<file path="src/rtl/pc_fetch_unit.sv">
// Program-counter stage: next-PC selection, RUN/HALT(/FAULT) fetch control and a retired-fetch counter.
// Optional address checking is enabled by defining PC_FAULT_CHECK_EN.
module pc_fetch_unit #(
  parameter logic [31:0] RESET_PC  = 32'h0000_0000,
  parameter int          MEM_BYTES = 128,
  parameter int          CNT_W     = 16
) (
  input  logic             CLK,
  input  logic             Reset,
  input  logic             PCWre,
  input  logic             stall,
  input  logic             halt,
  input  logic [1:0]       PCSrc,
  input  logic [15:0]      Immediate,
  input  logic [25:0]      j_addr,
  input  logic [31:0]      rsData,
  output logic [31:0]      pc,
  output logic [31:0]      pcPlus4,
  output logic             InsMemRW,
  output logic             halted,
  output logic             fault,
  output logic [CNT_W-1:0] fetchCount,
  output logic [1:0]       state_dbg
);

`ifdef PC_FAULT_CHECK_EN
  localparam bit FAULT_EN = 1'b1;
`else
  localparam bit FAULT_EN = 1'b0;
`endif

  localparam logic [31:0] PC_LIMIT = 32'(MEM_BYTES - 4);

  typedef enum logic [1:0] {
    ST_RUN   = 2'd0,
    ST_HALT  = 2'd1,
    ST_FAULT = 2'd2
  } state_t;

  state_t           state, state_nxt;
  logic [31:0]      pc_target, pc_nxt;
  logic [CNT_W-1:0] cnt_nxt;
  logic             addr_bad;

  assign pcPlus4 = pc + 32'd4;

  always_comb begin
    pc_target = pcPlus4;
    case (PCSrc)
      2'b00: pc_target = pcPlus4;
      2'b01: pc_target = pcPlus4 + {{14{Immediate[15]}}, Immediate, 2'b00};
      2'b10: pc_target = rsData;
      2'b11: pc_target = {pcPlus4[31:28], j_addr, 2'b00};
      default: pc_target = pcPlus4;
    endcase
  end

  // Misaligned or past the last instruction word of the memory.
  assign addr_bad = (pc_target[1:0] != 2'b00) || (pc_target > PC_LIMIT);

  always_comb begin
    state_nxt = state;
    pc_nxt    = pc;
    cnt_nxt   = fetchCount;
    case (state)
      ST_RUN: begin
        if (halt) begin
          state_nxt = ST_HALT;
        end else if (!stall && PCWre) begin
          if (FAULT_EN && addr_bad) begin
            state_nxt = ST_FAULT;
          end else begin
            pc_nxt  = pc_target;
            cnt_nxt = fetchCount + 1'b1;
          end
        end
      end
      ST_HALT:  state_nxt = ST_HALT;
      ST_FAULT: state_nxt = ST_FAULT;
      default:  state_nxt = ST_HALT;
    endcase
  end

  always_ff @(posedge CLK) begin
    if (Reset) begin
      state      <= ST_RUN;
      pc         <= RESET_PC;
      fetchCount <= '0;
    end else begin
      state      <= state_nxt;
      pc         <= pc_nxt;
      fetchCount <= cnt_nxt;
    end
  end

  assign InsMemRW  = (state != ST_RUN);
  assign halted    = (state == ST_HALT);
  assign fault     = FAULT_EN && (state == ST_FAULT);
  assign state_dbg = state;

endmodule

</file>
<file path="config.mk">
export PLATFORM = sky130hd
export DESIGN_NAME = pc_fetch_unit
export DESIGN_NICKNAME = d
export VERILOG_FILES = /design/src/rtl/pc_fetch_unit.sv
export SDC_FILE = /design/constraint.sdc
export NUM_CORES = 1
export LEC_CHECK = 0
export CAP_MARGIN = 10
export CELL_PAD_IN_SITES_DETAIL_PLACEMENT = 1
export CELL_PAD_IN_SITES_GLOBAL_PLACEMENT = 2
export CORE_AREA = 2 2 122 124
export DETAILED_ROUTE_END_ITERATION = 7
export DIE_AREA = 0 0 124 126
export DONT_BUFFER_PORTS = 1
export GPL_ROUTABILITY_DRIVEN = 0
export PLACE_DENSITY_LB_ADDON = 0.1
export SYNTH_ARGS = -nofsm -noshare
export SYNTH_HDL_FRONTEND = slang
export SYNTH_SLANG_ARGS = --single-unit
</file>
<file path="constraint.sdc">
create_clock -name CLK -period 4.4 [get_ports CLK]
set_input_delay 0.66 -clock CLK [delete_from_list [all_inputs] [get_ports CLK]]
set_output_delay 0.66 -clock CLK [all_outputs]
set_load 0.02 [all_outputs]
</file>
==> results.md, run 1 <==
- Drt wl/cell: around 23 um
- Skew-Pair Late Insertion Delay: between 0.3 and 0.4 ns
- CP endpoint kind: register
- Max Cap Viol: 0
- Hold WS: roughly 0.41 ns
- Yosys cell types: 73
- RSZ-0062 raised after global routing: false
- CP Launch Type: register
- Relative slew slack: 45.9%
- TritonCTS clock tree: built
- Leak Pwr: roughly 0.0024 uW
- Antenna viol nets, final: 0
- Crit path cell chain: nand3_1 > nor4_4 > and2_1 > nand4_1 > xnor2_1 > buf_4 > ha_1 > and2_1 > nand3_1 > nor2_1 > o211ai_1 > a21bo_2 > nand4_1 > nor3b_1
- Slowest stage delay, CP: 0.66 ns
- Final setup violation count: 0
- Critical path type: register to register
- PwrDens: approximately 220 nW/um^2
- Cell family with most CP delay: simple AND/OR/NAND/NOR gates
- Number of buffers created by CTS: 5
- H-tree depth: 2
- Cell count after synthesis: between 600 and 700
- Synth Register Bits: 50
- Syn Std Cell Area: about 5000 um^2
- Syn Area/Cell: ~7.7 um^2
- I/O Pins: between 150 and 200
- Total GRT Usage: about a quarter
- Fillers: 1758
- Port buffer count: 0
- Clock Skews: about 0.008 ns
- CP bufs+invs: 1
- Die width: 124 um
- Post-route clock period utilization: between 90 and 100%
- Vias: slightly above 5000
- CP Max Fanout: 9
- Remaining DRCs: 0
- Worst-path clk slew: around 0.070 ns
- DR pass1 iterations: 5
- Number of global-route vias before repair: roughly 5400
- Wirelength, routed: just under 20000 um
- Crit-path slowest cell: dfxtp_1
- DR iter-0 viols: 289
- Die area: 15600 um^2
- Setup TNS Final: 0 ns
- Mapped Nets: between 700 and 800
- Worst hold start: Reset
- First-pass GRT wire length: 30400 um
- Layout Area Growth over Synthesis: 13.6%
- Worst Hold Class: input port to register
- Initial core utilization: 35.1%
- FFs w/ async S/R, synth: 0%
- Worst vdd ir: between 150 and 200 uV
- Fin crit period: 4.06 ns
- Synthesis Warnings: 0
- Register area share after synthesis: approximately 20%
- Core ar.: between 10000 and 15000 um^2
- Fin cells: approximately 860
- DR vias/cell: ~6.0
- Layout cell share with drive strength beyond 1: around 14%
- Hpwl dp: 15100 um
- Worst-Margin Slew: about 0.81 ns
- Nets: 793
- Antenna Cells: 0
- FP Rows: between 40 and 50
- Final Hold Viols: 0
- Clk buf depth: 2
- TritonCTS Sinks: 50
- Worst EP arrival: around 4.3 ns
- CTS Hold Bufs: 0
- Status: completed
- Ys flop type: dfxtp_1
- Initial antenna violation count: 0
- Total gr overflow: 0
- Commonest cells after routing, fill and taps aside: 65 x nor2_1, 64 x nand2_1, 58 x a21oi_1, 54 x buf_4, 50 x dfxtp_1
- Root buf cell: clkbuf_16
- Total chip power: about 1300 uW
- Worst Path Required: 4.63 ns
- Cells after DPL: between 800 and 900
- Largest net degree at the start of global routing: 48
- Most common cell after layout, fill and taps aside: nor2_1
- Slew Viols, Final: 0
- Max Fclk: roughly 0.25 GHz
- Crit path from: pc[11]$_SDFFE_PP0P_
- RR Startpoint: pc[11]$_SDFFE_PP0P_
- Die height: 126 um
- Post-synth EDFFs: 0
where the power goes:
group          internal [uW]  switching [uW]  total [uW]
Combinational            129             183         312
Sequential               462            20.6         483
Clock                    274             212         485
Total                    865             415        1280
per-layer routing:
metal / global-route usage (%) / share of wire [%] / vias to the layer above
li1: - / - / 2456
met1: 33.9 / 46 / 2563
met2: 42.3 / 47 / 162
met3: 4.57 / 5.9 / 18
met4: 5.68 / 1.4 / 0
met5: 0 / 0 / -
sequential cells by signal (all words and copies together) (netlist names):
| register | flops |
|---|---|
| state_dbg | 2 |
| fetchCount | 16 |
| pc | 32 |
worst reg2reg max path: cells and delay by family (launching register included):
kind | cells | cell delay [ns]
and+or+nand+nor | 9 | 2.06
buffers and inverters | 1 | 0.18
DFF | 1 | 0.66
adders and majority gates | 1 | 0.40
AOI/OAI and AO/OA | 2 | 0.49
xor gates and xnor gates | 1 | 0.20
cells in the mapped netlist (all sizes together), types with 5 or more instances:
master | number | area share, %
a21oi | 59 | 5.9
and3 | 17 | 2.1
xnor2 | 31 | 5.4
nor2 | 66 | 4.9
nand3 | 35 | 3.5
or3 | 5 | 0.62
mux2 | 5 | 1.1
nor3 | 13 | 1.3
o221ai | 6 | 1.0
dfxtp | 50 | 20
buf | 15 | 1.5
ha | 33 | 8.2
nand4 | 16 | 2.0
mux2i | 12 | 2.4
nand2 | 64 | 4.8
and2 | 8 | 1.0
a211oi | 7 | 1.0
a21o | 11 | 1.6
nor2b | 6 | 0.90
nor3b | 5 | 0.75
inv | 24 | 1.8
mux4 | 11 | 4.9
clkbuf | 20 | 1.5
o21ai | 25 | 2.6
o21a | 8 | 1.2
xor2 | 24 | 4.2
o211ai | 5 | 0.75
area by class of cell:
class / count / area (um^2) / area share (%)
Multi-Input combinational cell: 543 / 3800 / 66.7
Sequential cell: 50 / 1000 / 17.6
Timing Repair Buffer: 54 / 405 / 7.11
Tap cell: 184 / 230 / 4.04
Clock buffer: 5 / 125 / 2.19
Inverter: 24 / 90.1 / 1.58
Clock inverter: 3 / 47.5 / 0.834
kinds of logic (layout without fill, tap and decap cells):
group                    Yosys count  after routing  share of synthesized area, %
flip-flops                        50             50                          20.0
adder cells (fa/ha/maj)           34             34                          8.63
XOR/XNOR                          55             55                          9.60
buffers and inverters             59             86                          4.76
multiplexers                      28             28                          8.45
AO/OA/AOI/OAI                    175            175                          24.2
other                              1              1                        0.0747
AND/OR/NAND/NOR                  250            250                          24.4
path summary, 6_finish.rpt:
kind                                                   to  slack (ns)  cells past startpoint
worst max-delay path                  pc[30]$_SDFFE_PP0P_        0.34                     14
worst max register to register        pc[30]$_SDFFE_PP0P_        0.34                     14
worst min-delay path            state_dbg[1]$_SDFFE_PP0P_        0.41                      1
worst min register to register  state_dbg[1]$_SDFFE_PP0P_        0.59                      2
through the flow:
stage,cell area [um^2],utilization (%),setup WS (ns)
floorplan,5020,-,0.219
global placement,5500,38.4,0.300
detailed placement,5500,38.4,0.192
CTS,5670,39.6,0.183
global route,5700,39.8,0.0593
finish,5700,39.8,0.341
timing repair:
item                       4_1_cts  5_1_grt
buffers inserted                 0        1
hold endpoints to repair         0        0
setup endpoints to repair        0        5
gates resized for setup          0        6
Note: power is estimated with default switching activity, not from simulation.
==> inputs of run 2 (changes only) <==
- clock period: 4.4 -> 3.8 ns (I/O delays scaled with it)
==> results.md, run 2 (same netlist as run 1, synthesis figures left out) <==
- Status: completed
- Critical path type: register to register
- Hpwl dp: 15300 um (+1.4%)
- Max Cap Viol: 0 (unchanged)
- Skew-Pair Late Insertion Delay: 0.32 ns (about the same)
- Relative slew slack: 27.8% (-18 points)
- Fin crit period: 3.70 ns (-0.363 ns)
- Worst vdd ir: 168 uV (+6.1%)
- Fillers: 1766 (+0.46%)
- FP Rows: 44 (unchanged)
- Antenna viol nets, final: 0 (unchanged)
- Initial antenna violation count: 0 (unchanged)
- Setup slack, reg-to-reg: 0.10 ns (-0.24 ns)
- Most common cell after layout, fill and taps aside: buf_4
- Crit-path slowest cell: mux4_2
- CP Max Fanout: 5 (-4)
- Layout Area Growth over Synthesis: 21.1%
- PwrDens: 240 nW/um^2 (+7.0%)
- Final setup violation count: 0 (unchanged)
- Worst R2R Path Depth: 15 (+1)
- Worst-Margin Slew: 1.08 ns (+0.268 ns)
- Die height: 126 um (unchanged)
- Core ar.: 14300 um^2 (unchanged)
- TritonCTS clock tree: built
- Most flops, register: pc
- Worst hold start: Reset
- Critical R2R Capture: pc[16]$_SDFFE_PP0P_
- Die area: 15600 um^2 (unchanged)
- Commonest cells after routing, fill and taps aside: 77 x buf_4, 63 x nand2_1, 63 x nor2_1, 56 x a21oi_1, 47 x dfxtp_1
- Cell family with most CP delay: compound AO/OA/AOI/OAI gates
- Hold WS: 0.316 ns (-0.0931 ns)
- Largest net degree at the start of global routing: 48 (unchanged)
- DR iter-0 viols: 325 (+12%)
- Most frequent CP cell: buf_4
- GR Layer Usage met2: 41.6% (-0.78 points)
- Number of buffers created by CTS: 5 (unchanged)
- Number of global-route vias before repair: 5346 (-1.3%)
- Worst Hold Path EP: fetchCount[12]$_SDFFE_PP0P_
- Hold path depth: 1 (unchanged)
- M1 GR Usage: 35.0% (+1.1 points)
- RR Startpoint: pc[2]$_SDFFE_PP0P_
- Slew Viols, Final: 0 (unchanged)
- Root buf cell: clkbuf_16
- Clk buf depth: 2 (unchanged)
- Drt wl/cell: 22.7 um (-1.1%)
- GRT Max-Usage Layer: met2
- DR vias/cell: 5.97 (-0.83%)
- H-tree depth: 2 (unchanged)
- Clock Skews: 0.00487 ns (-0.00307 ns)
- Total gr overflow: 0 (unchanged)
- Worst Path Required: 4.02 ns (-0.61 ns)
- TritonCTS Sinks: 50 (unchanged)
- Final Hold Viols: 0 (unchanged)
- Die width: 124 um (unchanged)
- Worst EP arrival: 3.91 ns (-0.38 ns)
- DR pass1 iterations: 5 (unchanged)
- Crit path cell chain: buf_4 > nand4_1 > nor2_4 > buf_4 > buf_4 > xor2_2 > ha_1 > a21oi_1 > or2b_1 > o32ai_4 > o21ai_2 > a221o_1 > xor2_1 > mux4_2 > a22o_1
- Wirelength, routed: 20100 um (+1.5%)
- Total chip power: 1460 uW (+14%)
- Worst Hold Class: input port to register
- Nets: 816 (+2.9%)
- First-pass GRT wire length: 30400 um (about the same)
- CP endpoint kind: register
- Post-route clock period utilization: 97.2% (+5.0 points)
- I/O Pins: 166 (unchanged)
- Port buffer count: 0 (unchanged)
- Total GRT Usage: 25.5% (+0.14 points)
- Worst-path clk slew: 0.08 ns (about the same)
- Met3 GRT Util: 4.62% (+0.045 points)
- CP Launch Type: register
- Max Fclk: 0.271 GHz (+9.8%)
- Slowest stage delay, CP: 0.46 ns (-0.20 ns)
- Layout cell share with drive strength beyond 1: 21.2% (+7.1 points)
- Leak Pwr: 0.00257 uW (+7.2%)
- CP bufs+invs: 3 (+2)
- Largest register FFs: 32 (unchanged)
- Initial core utilization: 35.1% (unchanged)
- Remaining DRCs: 0 (unchanged)
- Antenna Cells: 0 (unchanged)
- Vias: 5293 (+1.8%)
- CTS Hold Bufs: 0 (unchanged)
run 2: changes by cell type in the layout (fill, tap and decap cells not counted), sizes merged:
cell,change
buf,+23
bufinv,-1
clkinv,+1
run 2: repair_timing:
item | 4_1_cts | 5_1_grt
gates resized for setup | 10 | 23
hold endpoints to repair | 0 | 0
setup buffers | 0 | 7
pin swaps | 3 | 13
setup endpoints to repair | 2 | 7
run 2: stage by stage:
step           setup TNS, ns  utilization [%]  cell area (um^2)  worst slack (ns)  std cells
3_5_place_dp               0             39.8              5690           0.00646        871
6_report                   0             42.4              6080             0.105        886
4_1_cts                    0             41.2              5890            0.0150        879
5_1_grt             -0.00494             42.4              6080          -0.00476        886
3_3_place_gp         -0.0109             39.8              5690           -0.0109        871
2_1_floorplan              0                -              5090           0.00529        652
run 2: worst reg2reg max path, stage by stage (launching register included):
cell,delay [ns]
dfxtp_2,0.34
buf_4,0.17
nand4_1,0.17
nor2_4,0.17
buf_4,0.13
buf_4,0.10
xor2_2,0.15
ha_1,0.32
a21oi_1,0.20
or2b_1,0.28
o32ai_4,0.25
o21ai_2,0.14
a221o_1,0.37
xor2_1,0.16
mux4_2,0.46
a22o_1,0.21
run 2: worst max-delay path by stage:
| stage | start | endpoint | cells after the start |
|---|---|---|---|
| final | pc[2]$_SDFFE_PP0P_ | pc[16]$_SDFFE_PP0P_ | 15 |
| after global routing | pc[2]$_SDFFE_PP0P_ | pc[16]$_SDFFE_PP0P_ | 15 |
| after CTS | pc[2]$_SDFFE_PP0P_ | pc[25]$_SDFFE_PP0P_ | 16 |
| after detailed placement | pc[2]$_SDFFE_PP0P_ | pc[31]$_SDFFE_PP0P_ | 17 |
| after global placement | pc[2]$_SDFFE_PP0P_ | pc[25]$_SDFFE_PP0P_ | 17 |
| after floorplan | pc[2]$_SDFFE_PP0P_ | pc[25]$_SDFFE_PP0P_ | 16 |
run 2: cell type report:
cell class	instances	area, um^2	area share [%]
Sequential cell	50	1000	16.5
Inverter	24	90.1	1.48
Timing Repair Buffer	77	578	9.51
Tap cell	184	230	3.79
Clock buffer	5	125	2.06
Multi-Input combinational cell	543	4020	66.1
Clock inverter	3	28.8	0.474
run 2: power by group:
group          internal [uW]  switching (uW)  total [uW]
clock                    254             263         517
combinational            164             224         388
sequential               536            19.4         555
total                    954             506        1460
run 2: layer usage:
| layer | part of all wire (%) | wire length [um] |
|---|---|---|
| met5 | 0 | 0 |
| met1 | 45 | 9000 |
| met2 | 47 | 9410 |
| met4 | 1.3 | 256 |
| met3 | 7.3 | 1470 |
==> inputs of run 3 (changes only) <==
- RECOVER_POWER: default -> 100
==> results.md, run 3 (same netlist as run 1, synthesis figures left out) <==
- Worst vdd ir: 168 uV (about the same)
- Worst hold start: Reset
- DR iter-0 viols: 351 (+8.0%)
- Worst EP arrival: 3.90 ns (about the same)
- RR Startpoint: pc[2]$_SDFFE_PP0P_
- Die height: 126 um (unchanged)
- Worst Hold Class: input port to register
- Largest net degree at the start of global routing: 48 (unchanged)
- Worst Hold Path EP: fetchCount[12]$_SDFFE_PP0P_
- Vias: 5293 (unchanged)
- Max Cap Viol: 0 (unchanged)
- Wirelength, routed: 20100 um (-0.35%)
- H-tree depth: 2 (unchanged)
- Antenna viol nets, final: 0 (unchanged)
- Hpwl dp: 15300 um (unchanged)
- Leak Pwr: 0.00252 uW (-2.0%)
- Most flops, register: pc
- Critical path type: register to register
- Worst-path clk slew: 0.08 ns (about the same)
- CP Launch Type: register
- Commonest cells after routing, fill and taps aside: 65 x buf_4, 63 x nand2_1, 63 x nor2_1, 56 x a21oi_1, 47 x dfxtp_1
- Total chip power: 1460 uW (-0.28%)
- Post-route clock period utilization: 97.0% (-0.27 points)
- DR vias/cell: 5.97 (unchanged)
- Max Fclk: 0.271 GHz (+0.28%)
- Die width: 124 um (unchanged)
- Layout Area Growth over Synthesis: 20.2%
- Nets: 816 (unchanged)
- Relative slew slack: 12.0% (-16 points)
- TritonCTS clock tree: built
- First-pass GRT wire length: 30400 um (unchanged)
- I/O Pins: 166 (unchanged)
- Number of global-route vias before repair: 5346 (unchanged)
- Setup TNS Final: 0 ns (unchanged)
- Most common cell after layout, fill and taps aside: buf_4
- Root buf cell: clkbuf_16
- Core ar.: 14300 um^2 (unchanged)
- Final Hold Viols: 0 (unchanged)
- Status: completed
- Skew-Pair Late Insertion Delay: 0.32 ns (about the same)
- DR pass1 iterations: 4 (-1)
- CTS Hold Bufs: 0 (unchanged)
- Antenna Cells: 0 (unchanged)
- Clk buf depth: 2 (unchanged)
- PwrDens: 241 nW/um^2 (+0.47%)
- Layout cell share with drive strength beyond 1: 19.5% (-1.7 points)
- Hold WS: 0.317 ns (+0.000971 ns)
- Total GRT Usage: 25.5% (unchanged)
- Fin crit period: 3.68 ns (-0.0104 ns)
- Initial core utilization: 35.1% (unchanged)
- Remaining DRCs: 0 (unchanged)
- Largest register FFs: 32 (unchanged)
- Worst R2R Path Depth: 15 (unchanged)
- Slew Viols, Final: 0 (unchanged)
- Critical R2R Capture: pc[16]$_SDFFE_PP0P_
- FP Rows: 44 (unchanged)
- Setup slack, reg-to-reg: 0.12 ns (about the same)
- CP Max Fanout: 5 (unchanged)
- Die area: 15600 um^2 (unchanged)
- Worst-Margin Slew: 1.32 ns (+0.240 ns)
- Drt wl/cell: 22.6 um (-0.35%)
- Clock Skews: 0.00822 ns (+0.00335 ns)
- Worst Path Required: 4.02 ns (about the same)
- TritonCTS Sinks: 50 (unchanged)
- Final setup violation count: 0 (unchanged)
- Number of buffers created by CTS: 5 (unchanged)
- Core Util, Final: 42.1% (-0.31 points)
- Initial antenna violation count: 0 (unchanged)
- Total gr overflow: 0 (unchanged)
- CP endpoint kind: register
- Port buffer count: 0 (unchanged)
- Hold path depth: 1 (unchanged)
run 3: changes by cell type in the layout (fill, tap and decap cells not counted), sizes merged:
| cell | delta |
|---|---|
| clkbuf | +12 |
| buf | -12 |
run 3: how the worst max path moves through the flow:
stage | start | endpoint | slack, ns | depth (start not counted)
after floorplan | pc[2]$_SDFFE_PP0P_ | pc[25]$_SDFFE_PP0P_ | 0.005 | 16
after detailed placement | pc[2]$_SDFFE_PP0P_ | pc[31]$_SDFFE_PP0P_ | 0.006 | 17
final | pc[2]$_SDFFE_PP0P_ | pc[16]$_SDFFE_PP0P_ | 0.12 | 15
after global routing | pc[2]$_SDFFE_PP0P_ | pc[16]$_SDFFE_PP0P_ | -0.005 | 15
after global placement | pc[2]$_SDFFE_PP0P_ | pc[25]$_SDFFE_PP0P_ | -0.01 | 17
after CTS | pc[2]$_SDFFE_PP0P_ | pc[25]$_SDFFE_PP0P_ | 0.02 | 16
run 3: worst max-delay path, cell delays in order (launching register included):
cell,delay [ns]
dfxtp_2,0.33
buf_4,0.16
nand4_1,0.17
nor2_4,0.17
buf_4,0.13
buf_4,0.10
xor2_2,0.15
ha_1,0.31
a21oi_1,0.20
or2b_1,0.28
o32ai_4,0.25
o21ai_2,0.14
a221o_1,0.37
xor2_1,0.16
mux4_2,0.46
a22o_1,0.20
run 3: per-layer routing:
metal	GRT usage [%]	vias up	share of wire, %
li1	-	2502	-
met1	35.0	2622	45
met3	4.62	15	6.9
met5	0	-	0
met2	41.6	154	47
met4	5.68	0	1.3
run 3: repair_timing:
item	in CTS	in global routing
setup buffers	0	7
cloned	0	0
gates resized for setup	10	23
pin swaps	3	13
setup endpoints to repair	2	7
run 3: per-stage QoR:
step / worst slack, ns / std cells / instance area (um^2)
6_report: 0.115 / 886 / 6030
5_1_grt: -0.00476 / 886 / 6030
4_1_cts: 0.0150 / 879 / 5890
3_5_place_dp: 0.00646 / 871 / 5690
3_3_place_gp: -0.0109 / 871 / 5690
2_1_floorplan: 0.00529 / 652 / 5090
run 3: layout make-up:
cell class | count | area, um^2
Inverter | 24 | 90.1
Sequential cell | 50 | 1000
Clock inverter | 3 | 28.8
Clock buffer | 5 | 125
Multi-Input combinational cell | 543 | 4020
Fill cell | 1766 | 8280
Tap cell | 184 | 230
Timing Repair Buffer | 77 | 533
run 3: where the power goes:
part	internal [uW]	total, uW	switching, uW
combinational	161	385	224
clock	254	516	262
sequential	536	555	19.3
